--- src/rtl/timer_multi.sv ---
// timer_multi: multi-channel up-counting timer peripheral.
// Each channel has a prescaler, a compare value, one-shot/periodic mode and a
// write-1-to-clear pending flag. Enabled pending flags are ORed onto int_sig_o.
// Register access uses a valid/ready request channel with a registered response.
module timer_multi #(
    parameter int CH_NUM  = 4,
    parameter int TIMER_W = 32,
    parameter int PSC_W   = 8
) (
    input  logic        clk,
    input  logic        rst_n,
    input  logic [31:0] addr_i,
    input  logic [31:0] data_i,
    input  logic [3:0]  sel_i,
    input  logic        we_i,
    output logic [31:0] data_o,
    input  logic        req_valid_i,
    output logic        req_ready_o,
    output logic        rsp_valid_o,
    input  logic        rsp_ready_i,
    output logic        int_sig_o
);

    localparam logic [7:0] STATUS_ADDR = 8'h80;
    localparam logic [3:0] OFF_CTRL    = 4'h0;
    localparam logic [3:0] OFF_COUNT   = 4'h4;
    localparam logic [3:0] OFF_VALUE   = 4'h8;

    // Per-channel architectural state
    logic [CH_NUM-1:0]  r_en;
    logic [CH_NUM-1:0]  r_int_en;
    logic [CH_NUM-1:0]  r_pend;
    logic [CH_NUM-1:0]  r_mode;
    logic [PSC_W-1:0]   r_psc     [CH_NUM];
    logic [PSC_W-1:0]   r_psc_cnt [CH_NUM];
    logic [TIMER_W-1:0] r_count   [CH_NUM];
    logic [TIMER_W-1:0] r_value   [CH_NUM];

    // Bus response state
    logic               r_rsp_valid;
    logic [31:0]        r_data;

    // Decode and per-channel combinational terms
    logic               w_accept;
    logic               w_wr;
    logic [7:0]         w_addr;
    logic [2:0]         w_ch;
    logic               w_is_ch;
    logic               w_is_stat;
    logic               w_stat_wr;
    logic [CH_NUM-1:0]  w_tick;
    logic [CH_NUM-1:0]  w_expire;
    logic [CH_NUM-1:0]  w_ctrl_wr;
    logic [CH_NUM-1:0]  w_val_wr;
    logic [CH_NUM-1:0]  w_clr;
    logic [TIMER_W-1:0] w_val_new [CH_NUM];
    logic [31:0]        w_ch_word [CH_NUM];
    logic [31:0]        w_rdata;
    logic               w_unused_bits;

    assign req_ready_o = ~r_rsp_valid | rsp_ready_i;
    assign w_accept    = req_valid_i & req_ready_o;
    assign w_wr        = w_accept & we_i;
    assign w_addr      = addr_i[7:0];
    assign w_ch        = w_addr[6:4];
    assign w_is_ch     = ~w_addr[7] & (32'(w_ch) < 32'(CH_NUM));
    assign w_is_stat   = (w_addr == STATUS_ADDR);
    assign w_stat_wr   = w_wr & w_is_stat & sel_i[0];

    assign data_o      = r_data;
    assign rsp_valid_o = r_rsp_valid;
    // Interrupt is a pure function of registered state, so bus inputs cannot glitch it.
    assign int_sig_o   = |(r_pend & r_int_en);

    // Upper address bits are not decoded; data/strobe bits above the widest field are ignored.
    assign w_unused_bits = ^{addr_i[31:8], data_i, sel_i};

    // Per-channel tick/expiry, write strobes, byte-merged VALUE and read words
    always_comb begin
        w_tick    = {CH_NUM{1'b0}};
        w_expire  = {CH_NUM{1'b0}};
        w_ctrl_wr = {CH_NUM{1'b0}};
        w_val_wr  = {CH_NUM{1'b0}};
        w_clr     = {CH_NUM{1'b0}};
        for (int n = 0; n < CH_NUM; n++) begin
            w_tick[n]    = r_en[n] & (r_psc_cnt[n] == r_psc[n]);
            // Compare precedes increment, so the counter can never wrap.
            w_expire[n]  = w_tick[n] & (r_count[n] >= r_value[n]);
            w_ctrl_wr[n] = w_wr & w_is_ch & (w_ch == 3'(n)) & (w_addr[3:0] == OFF_CTRL);
            w_val_wr[n]  = w_wr & w_is_ch & (w_ch == 3'(n)) & (w_addr[3:0] == OFF_VALUE);
            w_clr[n]     = (w_ctrl_wr[n] & sel_i[0] & data_i[2]) | (w_stat_wr & data_i[n]);
            for (int b = 0; b < TIMER_W; b++) begin
                w_val_new[n][b] = sel_i[b / 8] ? data_i[b] : r_value[n][b];
            end
            case (w_addr[3:0])
                OFF_CTRL:  w_ch_word[n] = {16'd0, 8'(r_psc[n]), 4'd0,
                                           r_mode[n], r_pend[n], r_int_en[n], r_en[n]};
                OFF_COUNT: w_ch_word[n] = 32'(r_count[n]);
                OFF_VALUE: w_ch_word[n] = 32'(r_value[n]);
                default:   w_ch_word[n] = 32'd0;
            endcase
        end
    end

    // Read data mux: selected channel word, or the global pending status
    always_comb begin
        w_rdata = 32'd0;
        if (w_is_stat) begin
            for (int n = 0; n < CH_NUM; n++) begin
                w_rdata[n] = r_pend[n];
            end
        end else if (w_is_ch) begin
            for (int n = 0; n < CH_NUM; n++) begin
                w_rdata = w_rdata | ((w_ch == 3'(n)) ? w_ch_word[n] : 32'd0);
            end
        end else begin
            w_rdata = 32'd0;
        end
    end

    // Channel state: prescaler, counter, expiry and software register writes
    always_ff @(posedge clk or negedge rst_n) begin
        if (!rst_n) begin
            r_en     <= {CH_NUM{1'b0}};
            r_int_en <= {CH_NUM{1'b0}};
            r_pend   <= {CH_NUM{1'b0}};
            r_mode   <= {CH_NUM{1'b0}};
            for (int n = 0; n < CH_NUM; n++) begin
                r_psc[n]     <= {PSC_W{1'b0}};
                r_psc_cnt[n] <= {PSC_W{1'b0}};
                r_count[n]   <= {TIMER_W{1'b0}};
                r_value[n]   <= {TIMER_W{1'b0}};
            end
        end else begin
            for (int n = 0; n < CH_NUM; n++) begin
                // Counting; a disabled channel holds both counters at zero.
                if (!r_en[n]) begin
                    r_psc_cnt[n] <= {PSC_W{1'b0}};
                    r_count[n]   <= {TIMER_W{1'b0}};
                end else if (w_tick[n]) begin
                    r_psc_cnt[n] <= {PSC_W{1'b0}};
                    r_count[n]   <= w_expire[n] ? {TIMER_W{1'b0}} : (r_count[n] + TIMER_W'(1'b1));
                end else begin
                    r_psc_cnt[n] <= r_psc_cnt[n] + PSC_W'(1'b1);
                end

                // Software write of en takes priority over one-shot self-disable.
                if (w_ctrl_wr[n] && sel_i[0]) begin
                    r_en[n]     <= data_i[0];
                    r_int_en[n] <= data_i[1];
                    r_mode[n]   <= data_i[3];
                    if (!data_i[0]) begin
                        r_psc_cnt[n] <= {PSC_W{1'b0}};
                        r_count[n]   <= {TIMER_W{1'b0}};
                    end
                end else if (w_expire[n] && !r_mode[n]) begin
                    r_en[n] <= 1'b0;
                end

                if (w_ctrl_wr[n] && sel_i[1]) begin
                    r_psc[n] <= data_i[8 +: PSC_W];
                end

                // Expiry beats a coincident write-1-to-clear.
                if (w_expire[n]) begin
                    r_pend[n] <= 1'b1;
                end else if (w_clr[n]) begin
                    r_pend[n] <= 1'b0;
                end

                if (w_val_wr[n]) begin
                    r_value[n] <= w_val_new[n];
                end
            end
        end
    end

    // Response channel: capture read data at acceptance, hold while stalled
    always_ff @(posedge clk or negedge rst_n) begin
        if (!rst_n) begin
            r_rsp_valid <= 1'b0;
            r_data      <= 32'd0;
        end else if (w_accept) begin
            r_rsp_valid <= 1'b1;
            r_data      <= w_wr ? 32'd0 : w_rdata;
        end else if (rsp_ready_i) begin
            r_rsp_valid <= 1'b0;
        end
    end

endmodule

--- config.mk ---
export PLATFORM = sky130hd
export DESIGN_NAME = timer_multi
export DESIGN_NICKNAME = d
export VERILOG_FILES = /design/src/rtl/timer_multi.sv
export SDC_FILE = /design/constraint.sdc
export NUM_CORES = 1
export LEC_CHECK = 0
export CAP_MARGIN = 20
export CORE_MARGIN = 2
export CORE_UTILIZATION = 58
export CTS_CLUSTER_DIAMETER = 30
export DETAILED_ROUTE_END_ITERATION = 16
export GPL_ROUTABILITY_DRIVEN = 0
export PLACE_DENSITY = 0.77
export SLEW_MARGIN = 30
export SYNTH_ARGS = -nofsm -noshare
export SYNTH_HDL_FRONTEND = slang
export SYNTH_SLANG_ARGS = --single-unit
--- constraint.sdc ---
create_clock -name clk -period 3.1 [get_ports clk]
set_input_delay 0.465 -clock clk [delete_from_list [all_inputs] [get_ports clk]]
set_output_delay 0.465 -clock clk [all_outputs]
set_load 0.005 [all_outputs]
==> flow_summary_export.csv, run 1 <==
group,metric,value,unit
finish,design_area,0.0268,mm²
synthesis,yosys.area_share.simple,16.4,%
critical_path,path_max_fanout,9,
critical_path,path_buf_inv,0,
synthesis,synth_edf_count,0,
cts,cts_sinks,369,
synthesis,syn_nets,2464,
power,intPower,12000,µW
route,drtAntennaViolNets,0,
synthesis,synth-xor-area-share,6.43,%
synthesis,ys_async_sr_fraction,100,%
route,drc,0,
global_route,grt_pass1_wl,106000,µm
critical_path,crit_cells,8,
cts,cts-root-buf,"clkbuf_16",
floorplanning,dieArea,0.0389,mm²
cts,path_clk_slew,0.05,ns
route,dr.pass1.iters,6,
synthesis,synth_top_family_by_area,"simple AND/OR/NAND/NOR gates",
synthesis,syn_inst,2255,
power,max-vdd-ir-drop,0.000489,V
sta,fin_setup_tns,0,ns
sta,finalSetupViolations,0,
finish,layout.nets,2646,
global_route,grt_start_max_net_pins,84,
floorplanning,rows,70,
critical_path,slowest_stage,"nor2_1",
synthesis,avgSynthCellArea,9.60,µm²
sta,post-route-period-util,93.6,%
route,viasPerCell,6.46,
power,power_switching,3420,µW
critical_path,required,3.57,ns
synthesis,yosys_warnings,0,
critical_path,critPathCapture,"r_pend[1]$_DFFE_PN0P_",
finish,finish.utilization,72.9,%
placed_design,placed_area,0.0235,mm²
cts,cts_resized,0,
synthesis,synth-seq-cells,369,
synthesis,synth.most_common_cell,"dfrtp_1",
status,status,"complete, no violations",
power,p_comb_share,3.6,%
floorplanning,core-area,0.0367,mm²
synthesis,synth.top_cell.area_share,42.7,%
synthesis,synth-adder-area-share,7.86,%
global_route,grt.overflow.total,0,
finish,drive_above_1_share,17.2,%
sta,fin_skew,0.0302,ns
route,drtIter0Drc,2047,
synthesis,synth_area,0.0216,mm²
route,drt_wl_total,67900,µm
critical_path,critPathTopFamily,"compound AO/OA/AOI/OAI gates",
power,p_seq_share,31.7,%
synthesis,yosysUniqueCellTypes,68,
placed_design,portBuffers,83,
sta,worst_slew_margin_rel,45.4,%
sta,drv_slew,0,
floorplanning,die_y,197,µm
critical_path,path_class,"reg -> reg",
cts,numCtsBuffers,90,
critical_path,worstSetupStartpoint,"r_count[79]$_DFF_PN0_",
power,powerDensity,574,mW/mm²
critical_path,r2r_cells,8,
global_route,grt_util_all_layers,35.3,%
cts,cts_tree,"built",
floorplanning,design.portCount,108,
sta,max_freq,345,MHz
sta,hold_violations,0,
cts,cts_setup_buffers,0,
floorplanning,start_util,59.0,%
synthesis,synthTopCellsByCount,"dfrtp_1, nor2_1, nand2_1",
critical_path,max_stage_delay,0.54,ns
sta,fin_crit,2.90,ns
critical_path,r2r-start,"r_count[79]$_DFF_PN0_",
critical_path,worstPathCellList,"ha_1 > a21oi_1 > o21ai_0 > a211oi_1 > a31oi_1 > nor2_1 > nor2_1 > a31o_2",
critical_path,end_kind,"flop",
critical_path,r2r_slack,0.20,ns
route,vias,19200,
floorplanning,die_x,197,µm
global_route,first_global_vias,19600,
synthesis,synthMuxAreaShare,10.3,%
finish,area_delta_synth_final,23.6,%
sta,worstMarginPinSlew,0.811,ns
critical_path,cpMostUsedCell,"nor2_1",
power,leakage,0.0116,µW
synthesis,synthTopCellsByArea,"dfrtp_1, mux2_2, ha_1",
synthesis,synth.yosys.seq_area_share,42.7,%
critical_path,r2r_end,"r_pend[1]$_DFFE_PN0P_",
cts,h-tree-depth,3,
global_route,antenna_found_initial,0,
synthesis,yosys.area.top_type,"dfrtp_1",
sta,rsz0062_at_grt,"no",
placed_design,hpwl,48500,µm
critical_path,worstSetupStartpointType,"flop",
hold_path,min_path_type,"in -> async",
synthesis,synth_ff_type,"dfrtp_1",
finish,fill_cells,2467,
power,power.share.clock,64.8,%
critical_path,worst_ep_arrival_time,3.37,ns
job,drv_cap,0,
cts,clockBufferDepth,3,
synthesis,synth_compound_area_share,11.9,%
cts,clk_latency,0.61,ns
route,routedWlPerCell,22.8,µm
power,switching_share,22.2,%
sta,hold_ws,0.453,ns
worst register-to-register path, delay by kind of cell, from the launching register on:
| kind | cells | cell delay (ns) |
|---|---|---|
| and+or+nand+nor | 2 | 0.68 |
| AOI/OAI and AO/OA | 5 | 1.34 |
| DFF | 1 | 0.43 |
| adders and majority gates | 1 | 0.34 |
sequential cells by signal, summed over array words and instances (netlist names), 32 cells and up:
name	flops
r_psc	32
data_o	32
r_psc_cnt	32
r_count	128
r_value	128
per-layer routing:
metal / vias to the layer above / share of wire [%] / GRT usage (%)
met5: - / 0 / 0
met4: 0 / 7.5 / 24.9
met3: 322 / 8.8 / 6.54
met2: 1138 / 46 / 55.5
met1: 9370 / 38 / 44.2
li1: 8400 / - / -
repair_timing:
| action | in CTS | in global routing |
|---|---|---|
| hold buffers | 1 | 0 |
| endpoints found under the setup margin | 0 | 0 |
| hold endpoints to repair | 62 | 0 |
power by group through the flow:
| stage | clock network, µW | logic, µW | registers (µW) |
|---|---|---|---|
| after CTS | 9990 | 538 | 4870 |
| after global routing | 10300 | 578 | 4870 |
| after detailed placement | 0 | 531 | 4940 |
| after global placement | 0 | 519 | 4940 |
| after floorplan | 0 | 194 | 4930 |
| final | 9960 | 549 | 4870 |
kinds of logic (layout without fill, tap and decap cells):
family / Yosys count / after routing
muxes: 198 / 198
DFF: 369 / 369
and+or+nand+nor: 739 / 739
xor gates and xnor gates: 159 / 159
buffers and inverters: 249 / 502
other: 0 / 1
adders and majority gates: 136 / 136
AOI/OAI and AO/OA: 405 / 405
through the flow:
| step | worst slack, ns | cells | total power, µW |
|---|---|---|---|
| 2_1_floorplan | 0.582 | 2255 | 5130 |
| 3_3_place_gp | 0.171 | 2812 | 5460 |
| 3_5_place_dp | 0.0610 | 2812 | 5470 |
| 4_1_cts | 0.277 | 2976 | 15400 |
| 5_1_grt | 0.0388 | 2976 | 15700 |
| 6_report | 0.200 | 2977 | 15400 |
area by class of cell:
class	instances	area (µm²)	area share, %
Multi-Input combinational cell	1637	11500	42.8
Sequential cell	369	9230	34.5
Clock buffer	111	2460	9.20
Timing Repair Buffer	171	1630	6.10
Clock inverter	52	751	2.81
Inverter	168	631	2.36
Tap cell	468	586	2.19
Antenna cell	1	2.50	0.00935
worst min-delay path by stage:
stage	from	to	slack, ns	cells past startpoint
6_report	rst_n	r_count[61]$_DFF_PN0_	0.45	2
5_1_grt	data_o[23]$_DFFE_PN0P_	data_o[23]$_DFFE_PN0P_	0.50	2
4_1_cts	rst_n	r_value[53]$_DFFE_PN0P_	0.47	2
3_5_place_dp	data_o[6]$_DFFE_PN0P_	data_o[6]$_DFFE_PN0P_	0.46	2
3_3_place_gp	data_o[5]$_DFFE_PN0P_	data_o[5]$_DFFE_PN0P_	0.45	2
2_1_floorplan	rst_n	data_o[0]$_DFFE_PN0P_	0.17	0
placed cells by master (no fill, tap or decap), types with 12 or more instances in the layout:
cell and n:
a22oi_1 94, nor2_1 234, xor2_1 55, a21o_1 15, nand4_1 54, a221oi_1 13, bufinv_16 16, buf_4 76
clkdlybuf4s50_1 81, o22ai_1 53, mux2_2 156, a21oi_1 88, nor3_1 38, nand3_1 80, xnor2_1 104, mux2i_1 32
clkbuf_16 91, o21ai_0 97, and4_1 12, nand2_1 194, inv_1 168, dfrtp_1 369, and3_1 36, nor4_1 16
clkinvlp_4 12, ha_1 136
No activity file was read; power rests on OpenSTA's default activity.
==> run 2, diff against run 1 <==
- CAP_MARGIN: 20 -> not set
- clock period: 3.1 -> 3.3 ns (I/O delays scaled with it)
==> run 2 against run 1 <==
Non-clock buffer count is 28 lower. Hold slack better by 0.027 ns. Clock skew is 0.013 ns lower. Sequential cell count stayed put. Highest routed layer unchanged. Worst setup slack better by 0.16 ns. Cell count is 1.2% lower. Critical endpoint is now r_count[121]$_DFF_PN0_. Cell area is 1.7% lower. Total power is 10% lower. Clock-buffer cell count is 11 lower. Global-route usage is 1.0 points lower. Clock power is 12% lower.
==> flow_summary_export.csv, run 2 (synthesis results as in run 1) <==
group,metric,value,unit
finish,final_cell_mix,"dfrtp_1, nor2_1, nand2_1, inv_1, mux2_2",
sta,fin_skew,0.0172,ns
power,leakage,0.0114,µW
global_route,first_global_vias,18900,
floorplanning,design.portCount,108,
sta,drv_slew,0,
critical_path,path_max_fanout,27,
finish,fill_cells,2562,
critical_path,worst_ep_arrival_time,3.41,ns
cts,clk_latency,0.60,ns
route,drtAntennaViolNets,0,
sta,worst_slew_margin_rel,38.7,%
sta,rsz0062_at_grt,"no",
critical_path,max_stage_delay,0.57,ns
finish,top_regs,"r_count: 128 flops, r_value: 128 flops",
finish,layout_commonest_cell,"dfrtp_1",
cts,path_clk_slew,0.05,ns
route,viasPerCell,6.44,
sta,hold_violations,0,
finish,design_area,0.0263,mm²
hold_path,min_path_type,"reg -> reg",
floorplanning,die_y,197,µm
power,max-vdd-ir-drop,0.000446,V
floorplanning,dieArea,0.0389,mm²
critical_path,worstSetupStartpointType,"flop",
critical_path,worstPathCellList,"ha_1 > nand4_1 > or4_1 > a221oi_1 > o31a_1 > nor2_1 > o21bai_2 > buf_4 > nor2_1",
finish,layout.nets,2614,
global_route,antenna_found_initial,0,
sta,finalSetupViolations,0,
critical_path,end_kind,"flop",
route,dr.pass1.iters,8,
critical_path,required,3.77,ns
sta,worstMarginPinSlew,0.911,ns
sta,post-route-period-util,89.1,%
finish,area_delta_synth_final,21.5,%
floorplanning,rows,70,
cts,numCtsBuffers,86,
floorplanning,start_util,59.0,%
cts,cts-root-buf,"clkbuf_16",
status,status,"complete, no violations",
sta,max_freq,340,MHz
finish,n_antenna_cell,0,
cts,cts_sinks,369,
sta,worst_slack,0.361,ns
placed_design,portBuffers,83,
route,drt_wl_total,65800,µm
power,power.total,13800,µW
critical_path,slowest_stage,"or4_1",
critical_path,cpMostUsedCell,"nor2_1",
cts,clockBufferDepth,3,
placed_design,dp_slack,0.0649,ns
placed_design,placed_area,0.0233,mm²
cts,cts_resized,0,
power,powerDensity,526,mW/mm²
cts,h-tree-depth,3,
route,vias,18900,
global_route,grt.overflow.total,0,
route,routedWlPerCell,22.4,µm
floorplanning,core-area,0.0367,mm²
cts,cts_tree,"built",
critical_path,path_class,"reg -> reg",
placed_design,dp.cells,2784,
global_route,grt_util_all_layers,34.3,%
global_route,grt_pass1_wl,103000,µm
route,drtIter0Drc,2049,
global_route,grt_start_max_net_pins,94,
finish,drive_above_1_share,16.1,%
sta,fin_setup_tns,0,ns
finish,stdcell_count,2941,
sta,fin_crit,2.94,ns
job,drv_cap,0,
placed_design,hpwl,47600,µm
floorplanning,die_x,197,µm
route,drc,0,
## run 2: final cells by class
type	instances	area, µm²	share of cell area (%)
Clock buffer	100	2280	8.69
Clock inverter	56	726	2.76
Inverter	168	631	2.40
Multi-Input combinational cell	1637	11500	43.6
Sequential cell	369	9230	35.1
Tap cell	468	586	2.23
Timing Repair Buffer	143	1370	5.21
## run 2: timing repair
action / CTS / global route
endpoints found under the hold margin: 58 / 0
buffers inserted: 0 / 0
hold buffers: 1 / 0
## run 2: final timing paths
path                                   startpoint                      end  slack (ns)  cells after the start
max                        r_count[110]$_DFF_PN0_   r_count[121]$_DFF_PN0_        0.36                      9
min                         data_o[5]$_DFFE_PN0P_    data_o[5]$_DFFE_PN0P_        0.48                      2
max reg2reg                r_count[110]$_DFF_PN0_   r_count[121]$_DFF_PN0_        0.36                      9
min reg2reg                 data_o[5]$_DFFE_PN0P_    data_o[5]$_DFFE_PN0P_        0.48                      2
max in group asynchronous                   rst_n  r_value[32]$_DFFE_PN0P_        1.89                      3
min in group asynchronous                   rst_n    r_count[57]$_DFF_PN0_        0.53                      2
## run 2: metal layers
| layer | vias up | wire length, µm | global-route usage (%) |
|---|---|---|---|
| met4 | 0 | 3760 | 19.7 |
| met2 | 1113 | 30400 | 54.6 |
| met3 | 266 | 6120 | 6.83 |
| met1 | 9242 | 25600 | 43.8 |
| li1 | 8325 | - | - |
| met5 | - | 0 | 0 |
## run 2: through the flow
step / utilization (%) / hold WS, ns
6_report: 71.7 / 0.479
5_1_grt: 71.7 / 0.497
4_1_cts: 71.7 / 0.478
3_5_place_dp: 63.4 / 0.457
3_3_place_gp: 63.4 / 0.450
2_1_floorplan: - / 0.199
## run 2: critical path: cells and delay by family, from the launching register on
kind / cells / cell delay (ns)
fa+ha+maj: 1 / 0.35
compound gates: 3 / 0.71
flops: 1 / 0.43
simple gates: 4 / 0.98
buf+inv: 1 / 0.32
## run 2: where the power goes
group / switching, µW / total [µW] / internal, µW
combinational: 354 / 506 / 152
clock: 2780 / 8750 / 5970
sequential: 17.2 / 4570 / 4560
==> run 3, diff against run 2 <==
- CAP_MARGIN: not set -> 10
==> results of run 3 <==
The final DEF is identical to that of run 2; final timing and power are the same.
